**src/rtl/hc32_pkg.sv**
```systemverilog
// Shared types and constants for the HC32 quad OR-gate self-test sequencer.
package hc32_pkg;

  typedef enum logic [2:0] {
    IDLE   = 3'd0,
    DRIVE  = 3'd1,
    WAIT   = 3'd2,
    CHECK  = 3'd3,
    REPORT = 3'd4
  } state_e;

  localparam int         NUM_GATES         = 4;
  localparam logic [7:0] VEC_LAST          = 8'hFF;
  localparam int         SETTLE_CYCLES_DEF = 2;

endpackage

```
**src/rtl/hc32_sync2.sv**
```systemverilog
// Two-flop synchronizer for the gate outputs, which may come straight from board pins.
module hc32_sync2
  import hc32_pkg::*;
#(
  parameter int W = NUM_GATES
) (
  input  logic         clk_i,
  input  logic         rst_n_i,
  input  logic [W-1:0] d_i,
  output logic [W-1:0] q_o
);

  logic [W-1:0] meta_q;
  logic [W-1:0] sync_q;

  always_ff @(posedge clk_i or negedge rst_n_i) begin
    if (!rst_n_i) begin
      meta_q <= '0;
      sync_q <= '0;
    end else begin
      meta_q <= d_i;
      sync_q <= meta_q;
    end
  end

  assign q_o = sync_q;

endmodule

```
**src/rtl/hc32_tester.sv**
```systemverilog
// HC32 self-test sequencer: sweeps all 256 A/B vectors, checks Y against A|B, reports pass/fail.
// Optional first-failing-vector capture is enabled by defining HC32_TESTER_FIRST_FAIL_EN.
module hc32_tester
  import hc32_pkg::*;
#(
  parameter int SETTLE_CYCLES = SETTLE_CYCLES_DEF,
  parameter int ERR_W         = 8
) (
  input  logic             CLK,
  input  logic             RST_N,
  input  logic             START,
  input  logic             ABORT,
  output logic [4:1]       A_OUT,
  output logic [4:1]       B_OUT,
  input  logic [4:1]       Y_IN,
  output logic             BUSY,
  output logic             DONE,
  output logic             PASS,
  output logic [4:1]       FAIL_MASK,
  output logic [ERR_W-1:0] ERR_CNT,
  output logic [7:0]       FIRST_FAIL_VEC
);

  // Two synchronizer cycles plus the settle interval all elapse inside WAIT.
  localparam logic [4:0] WAIT_LOAD = 5'(SETTLE_CYCLES + 1);

  state_e           state_q;
  logic [7:0]       vec_q;
  logic [4:0]       wait_cnt_q;
  logic [4:1]       a_q;
  logic [4:1]       b_q;
  logic             busy_q;
  logic             done_q;
  logic             pass_q;
  logic [4:1]       fail_mask_q;
  logic [ERR_W-1:0] err_cnt_q;

  logic [NUM_GATES-1:0] y_sync;
  logic [4:1]           mis_d;
  logic [ERR_W-1:0]     err_cnt_d;
  logic                 start_accept;
  logic                 abort_act;

  hc32_sync2 #(.W(NUM_GATES)) u_sync (
    .clk_i   (CLK),
    .rst_n_i (RST_N),
    .d_i     (Y_IN),
    .q_o     (y_sync)
  );

  assign mis_d        = y_sync ^ (a_q | b_q);
  assign err_cnt_d    = (err_cnt_q == '1) ? err_cnt_q : err_cnt_q + ERR_W'(1);
  assign start_accept = (state_q == IDLE) && START && !ABORT;
  assign abort_act    = (state_q != IDLE) && ABORT;

  always_ff @(posedge CLK or negedge RST_N) begin
    if (!RST_N) begin
      state_q     <= IDLE;
      vec_q       <= '0;
      wait_cnt_q  <= '0;
      a_q         <= '0;
      b_q         <= '0;
      busy_q      <= 1'b0;
      done_q      <= 1'b0;
      pass_q      <= 1'b0;
      fail_mask_q <= '0;
      err_cnt_q   <= '0;
    end else begin
      done_q <= 1'b0;
      if (abort_act) begin
        // Partial FAIL_MASK/ERR_CNT are deliberately kept for post-mortem.
        state_q <= IDLE;
        a_q     <= '0;
        b_q     <= '0;
        busy_q  <= 1'b0;
        pass_q  <= 1'b0;
      end else begin
        case (state_q)
          IDLE: begin
            if (start_accept) begin
              fail_mask_q <= '0;
              err_cnt_q   <= '0;
              pass_q      <= 1'b0;
              vec_q       <= '0;
              busy_q      <= 1'b1;
              state_q     <= DRIVE;
            end
          end
          DRIVE: begin
            a_q        <= vec_q[7:4];
            b_q        <= vec_q[3:0];
            wait_cnt_q <= WAIT_LOAD;
            state_q    <= WAIT;
          end
          WAIT: begin
            if (wait_cnt_q == '0) state_q <= CHECK;
            else                  wait_cnt_q <= wait_cnt_q - 5'd1;
          end
          CHECK: begin
            fail_mask_q <= fail_mask_q | mis_d;
            if (mis_d != '0) err_cnt_q <= err_cnt_d;
            // Terminal test precedes the increment so vec never wraps.
            if (vec_q == VEC_LAST) begin
              state_q <= REPORT;
            end else begin
              vec_q   <= vec_q + 8'd1;
              state_q <= DRIVE;
            end
          end
          REPORT: begin
            done_q  <= 1'b1;
            pass_q  <= (fail_mask_q == '0);
            busy_q  <= 1'b0;
            a_q     <= '0;
            b_q     <= '0;
            state_q <= IDLE;
          end
          default: state_q <= IDLE;
        endcase
      end
    end
  end

`ifdef HC32_TESTER_FIRST_FAIL_EN
  logic [7:0] first_fail_q;
  logic       first_seen_q;

  always_ff @(posedge CLK or negedge RST_N) begin
    if (!RST_N) begin
      first_fail_q <= '0;
      first_seen_q <= 1'b0;
    end else if (start_accept) begin
      first_fail_q <= '0;
      first_seen_q <= 1'b0;
    end else if (!abort_act && (state_q == CHECK) && (mis_d != '0) && !first_seen_q) begin
      first_fail_q <= vec_q;
      first_seen_q <= 1'b1;
    end
  end

  assign FIRST_FAIL_VEC = first_fail_q;
`else
  assign FIRST_FAIL_VEC = 8'h00;
`endif

  assign A_OUT     = a_q;
  assign B_OUT     = b_q;
  assign BUSY      = busy_q;
  assign DONE      = done_q;
  assign PASS      = pass_q;
  assign FAIL_MASK = fail_mask_q;
  assign ERR_CNT   = err_cnt_q;

endmodule

```
**config.mk**
```make
export PLATFORM = sky130hd
export DESIGN_NAME = hc32_tester
export DESIGN_NICKNAME = d
export VERILOG_FILES = /design/src/rtl/hc32_pkg.sv /design/src/rtl/hc32_sync2.sv /design/src/rtl/hc32_tester.sv
export SDC_FILE = /design/constraint.sdc
export NUM_CORES = 1
export LEC_CHECK = 0
export ABC_AREA = 1
export CAP_MARGIN = 10
export CORE_ASPECT_RATIO = 1.75
export CORE_UTILIZATION = 55
export CTS_BUF_LIST = sky130_fd_sc_hd__clkbuf_4 sky130_fd_sc_hd__clkbuf_8
export CTS_CLUSTER_SIZE = 14
export DETAILED_ROUTE_END_ITERATION = 6
export GPL_TIMING_DRIVEN = 0
export PLACE_DENSITY = 0.82
export SYNTH_ARGS = -nofsm -noshare
export SYNTH_HDL_FRONTEND = slang
export SYNTH_SLANG_ARGS = --single-unit
```
**constraint.sdc**
```tcl
create_clock -name CLK -period 3.4 [get_ports CLK]
set_clock_uncertainty 0.05 [all_clocks]
set_input_delay 0.68 -clock CLK [delete_from_list [all_inputs] [get_ports CLK]]
set_output_delay 0.68 -clock CLK [all_outputs]
set_load 0.005 [all_outputs]
```
; ---- Yosys cells after proc, flatten, opt, wreduce, memory -nomap -nowiden
; Index checks and enable logic that the tools add are counted.
[totals]
wordCells = 78
out_inout_bits = 31
register_bits = 47
[classes]
addsub = 3
n_eq_ne = 13
n_reduce_logical = 19
bitwise = 4
n_mux = 27
[op_table]
columns = cell, count
row1 = $mux 8, 4
row2 = $pmux 8 s2, 2
row3 = $pmux 4 s2, 3
row4 = $add 8x1->8 const B, 2
row5 = $eq 8x8->1 const B, 2
row6 = $mux 3, 4
row7 = $mux 4, 3
row8 = $pmux 3 s4, 1
row9 = $ne 2x2->1 const B, 5
row10 = $pmux 5 s2, 1
row11 = $reduce_bool 3->1, 3
row12 = $or 4x4->4, 2
row13 = $eq 3x2->1 const B, 2
row14 = $mux 1, 6
row15 = $ne 3x3->1 const B, 2
row16 = $reduce_and 3->1, 2
row17 = $logic_not 5->1, 1
row18 = $mux 5, 1
row19 = $reduce_and 5->1, 1
row20 = $sub 5x1->5 const B, 1
row21 = $logic_not 4->1, 1
row22 = $pmux 1 s2, 2
row23 = $reduce_and 2->1, 2
row24 = $reduce_and 4->1, 1
row25 = other kinds (9), 12

; ---- Logic depth before layout (Yosys ltp)
[logic_depth]
word_depth = 6
mapped_depth = 10
ltp_nobuf = 10

; ---- By module
; Synthesis repeated with hierarchy kept, for this count alone.
[hier_totals]
cells_unflattened = 308
area_unflattened_um2 = 2521.2
[by_module_without_submodules]
columns = mod, cells_each, n_inst, area_per_inst_um2, seq_area_each_um2
row1 = hc32_tester, 300, 1, 2321.0, 975.9
row2 = hc32_sync2, 8, 1, 200.2, 200.2

; ---- Worst setup path after synthesis
; No wires, ideal clock.
[synth_path]
path_type = input port to flip-flop
from = input ABORT
to = register err_cnt_q[5], in the netlist ERR_CNT[5]
path_buffers = 0
arrival_time_ns = 1.415
required_ns = 3.284
slack_ns = 1.869
setup_ns = 0.066
path_stages = 7
path_cell_list = inv_1 -> nand3_2 -> nand2_2 -> nand3_4 -> nand2_4 -> nand2_1 -> nand2_1
[synth_via]
elab_chain_len = 4
word_cells_on_any_way = 6
cone_classes = 1 x eq/ne / 1 x bitwise / 4 x reduce/logical
[synth_rtl]
columns = element, line
row1 = "start, declared", hc32_tester.sv:12  ; input logic ABORT,
row2 = $logic_not 1->1, hc32_tester.sv:53  ; assign start_accept = (state_q == IDLE) && START && !ABORT;
row3 = $logic_and 1x1->1, hc32_tester.sv:53
row4 = $ne 2x2->1 (no source line), --
row5 = $reduce_and 5->1 (no source line) (*), --
row6 = "end signal, assigned", hc32_tester.sv:101  ; if (mis_d != '0) err_cnt_q <= err_cnt_d;
row7 = "end, declared", hc32_tester.sv:36  ; logic [ERR_W-1:0] err_cnt_q;
; Every way passes the cells marked *; elsewhere a longest branch is shown, timed or not.
; A chain may end at the register's enable or synchronous reset.

; ---- Final worst setup path
[layout_path]
from = register err_cnt_q[5], in the netlist ERR_CNT[5]
to = output ERR_CNT[5]
[layout_rtl]
columns = element, line
row1 = "end, declared", hc32_tester.sv:20  ; output logic [ERR_W-1:0] ERR_CNT,
; No word-level cell between the ends.

==> out/metrics.csv <==
stage,metric,value,unit
outcome,status,"complete, no violations",
placement,PortBufs,30,
global_routing,first-pass GRT wire length,8140,microns
timing,unrepaired setup endpoints after global routing,false,
floorplan,IO Pins,39,
yosys,Synth area leader,dfrtp_1,
global_routing,largest net degree at the start of global routing,34,
yosys,share of the synthesized area in the top cell type,0.496,
critical_path,"Arr. time, crit path",1310,ps
detailed_routing,drt pass-1 iters,4,
clocking,Root Driver,clkbuf_8,
yosys,Synth Instances,298,
pwr,Leak,1.47,nW
floorplan,Die Span Y,88.9,microns
yosys,register bit count reported by yosys,47,
layout,register area,0.00118,sq mm
floorplan,row cnt,31,
critical_path,r2r worst-path depth,6,
critical_path,Worst path max stage delay,540,ps
detailed_routing,initial detailed-routing violation count,40,
placement,Placement Setup Slack,1140,ps
yosys,synth cell count leaders,"nand2_1 (83), dfrtp_1 (47), inv_1 (37)",
timing,Slew HR,0.530,
placement,global placement routability congestion,0.823,
global_routing,total gr overflow,0,
timing,Worst Max-Slew Pin Slew,701,ps
layout,ANT cells,0,
clocking,htree depth,2,
detailed_routing,Remaining DRCs,0,
detailed_routing,via/cell ratio,4.99,
layout,# fillers,353,
yosys,Netlist cell types,28,
global_routing,initial antenna violation count,0,
timing,final period demand of the worst path,2040,ps
placement,DP HPWL,3640,microns
critical_path,CP max FO,8,
timing,TNS Setup,0,ps
timing,worst hold margin,226,ps
timing,FMAX,491,MHz
pwr,worst vdd ir,0.447,mV
clocking,clk_lat worst skew,300,ps
critical_path,"CP delay by family, top",buffers and inverters,
clocking,Post-CTS Resized,0,
timing,final hold vios,0,
global_routing,vias in the first global route,1960,
detailed_routing,Total Wirelength,4710,microns
floorplan,Initial Utilization,0.571,
floorplan,die width,51.6,microns
clocking,clk buf depth,2,
global_routing,All-Layer GR Usage,0.240,
critical_path,Crit. End Element,primary output,
detailed_routing,DRT antenna net count,0,
clocking,Clock transition at path regs,90,ps
yosys,Main synth FF type,dfrtp_1,
layout,area of the multi-input gates,998,sq um
critical_path,Crit Path Category,reg -> out,
yosys,Mean Syn Cell Area,7.96,sq um
critical_path,Worst Path Required,2670,ps
pwr,Overall Power,0.00161,W
layout,"Area growth, synth to finish",21.2,%
yosys,Mapped Area,0.00237,sq mm
timing,final worst slack,1360,ps
clocking,Hold Buf Count CTS,0,
yosys,Area contributors post-synth,"dfrtp_1 (50%), nand2_1 (13%), inv_1 (5.9%)",
floorplan,core footprint,0.00415,sq mm
critical_path,CP max stage cell,clkdlybuf4s50_1,
detailed_routing,Via Count,1963,
timing,Finish-stage setup viols,0,
clocking,clk sinks,47,
timing,"Slew Viols, Final",0,
clocking,Post-CTS Setup Bufs,0,
layout,# nets final,354,
critical_path,Critical Path Source Type,flip-flop,
yosys,most common cell in the synthesized netlist,nand2_1,
job,max cap viols,0,
clocking,CTS buffer count,5,
timing,final period utilization,0.599,
worst_hold_path,hold crit path type,in -> async,
yosys,Post-synth EDFFs,0,
critical_path,Bufs and invs on worst path,1,
critical_path,critical path depth in cells,1,
critical_path,cells along the critical path,clkdlybuf4s50_1,
yosys,synth warn,0,
layout,Final Core Density,0.692,
clocking,CTS tree,built,
detailed_routing,wire per inst,12.0,microns
yosys,"Seq/Total Area, Yosys",0.496,
pwr,Pwr Density,562,mW/mm^2
yosys,Async SR Flop Fraction,1.00,
layout,share of layout cells above drive strength 1,0.0959,
floorplan,Die Footprint,0.00459,sq mm
cell usage in the layout (no fill, tap or decap), types with 2 or more instances in the layout:
master,n
a21oi_1,10
buf_2,2
buf_4,8
clkbuf_8,6
clkdlybuf4s50_1,29
conb_1,8
dfrtp_1,47
ha_1,3
inv_1,37
inv_2,4
nand2_1,83
nand2_2,3
nand3_1,25
nand4_1,2
nor2_1,28
nor3_1,6
nor3b_1,2
o21ai_0,17
o21ai_1,4
o21bai_1,3
xnor2_1,3
xor2_1,3
flip-flops by register name, summed over array words and instances (netlist names):
signal,count
wait_cnt_q,5
A_OUT,4
vec_q,8
B_OUT,4
ERR_CNT,8
DONE,1
FAIL_MASK,4
PASS,1
u_sync.q_o,4
BUSY,1
u_sync.meta_q,4
state_q,3
final cells by class:
cell class | instances | area share
Tap cell | 49 | 0.0213
Timing Repair Buffer | 31 | 0.110
Inverter | 41 | 0.0536
Multi-Input combinational cell | 207 | 0.348
Clock buffer | 7 | 0.0314
Sequential cell | 47 | 0.409
Clock inverter | 1 | 0.00305
Buffer | 10 | 0.0240
path summary, 6_finish.rpt:
kind / start / endpoint / slack [ps]
max: ERR_CNT[5] / ERR_CNT[5] / 1360
min: RST_N / u_sync.q_o[2] / 230
max reg2reg: state_q[2] / wait_cnt_q[3] / 1570
min reg2reg: u_sync.meta_q[1] / u_sync.q_o[1] / 300
max in group asynchronous: RST_N / ERR_CNT[7] / 2570
min in group CLK: u_sync.meta_q[1] / u_sync.q_o[1] / 300
power breakdown:
| group | leakage, nW | internal, W | switching [W] |
|---|---|---|---|
| clock network | 0.0519 | 0.000175 | 0.000187 |
| registers | 0.622 | 0.000639 | 0.0000780 |
| logic | 0.796 | 0.000204 | 0.000331 |
metal layers:
metal,global-route usage,wire length (microns),vias up
met3,0.0481,133,7
met2,0.453,2680,28
met5,0,0,-
met1,0.253,1830,919
met4,0.0934,70,0
li1,-,-,1009
metrics by stage:
stage	instances	instance area, sq um
finish	393	2870
floorplan	305	2400
global placement	384	2760
detailed placement	385	2770
global route	393	2870
CTS	393	2870
kinds of logic after synthesis:
group	share of synthesized area
xor gates and xnor gates	0.0222
other	0.00158
AOI/OAI and AO/OA	0.0823
adders and majority gates	0.0158
and+or+nand+nor	0.288
buffers and inverters	0.0939
DFF	0.496
(Power assumes the default switching activity.)
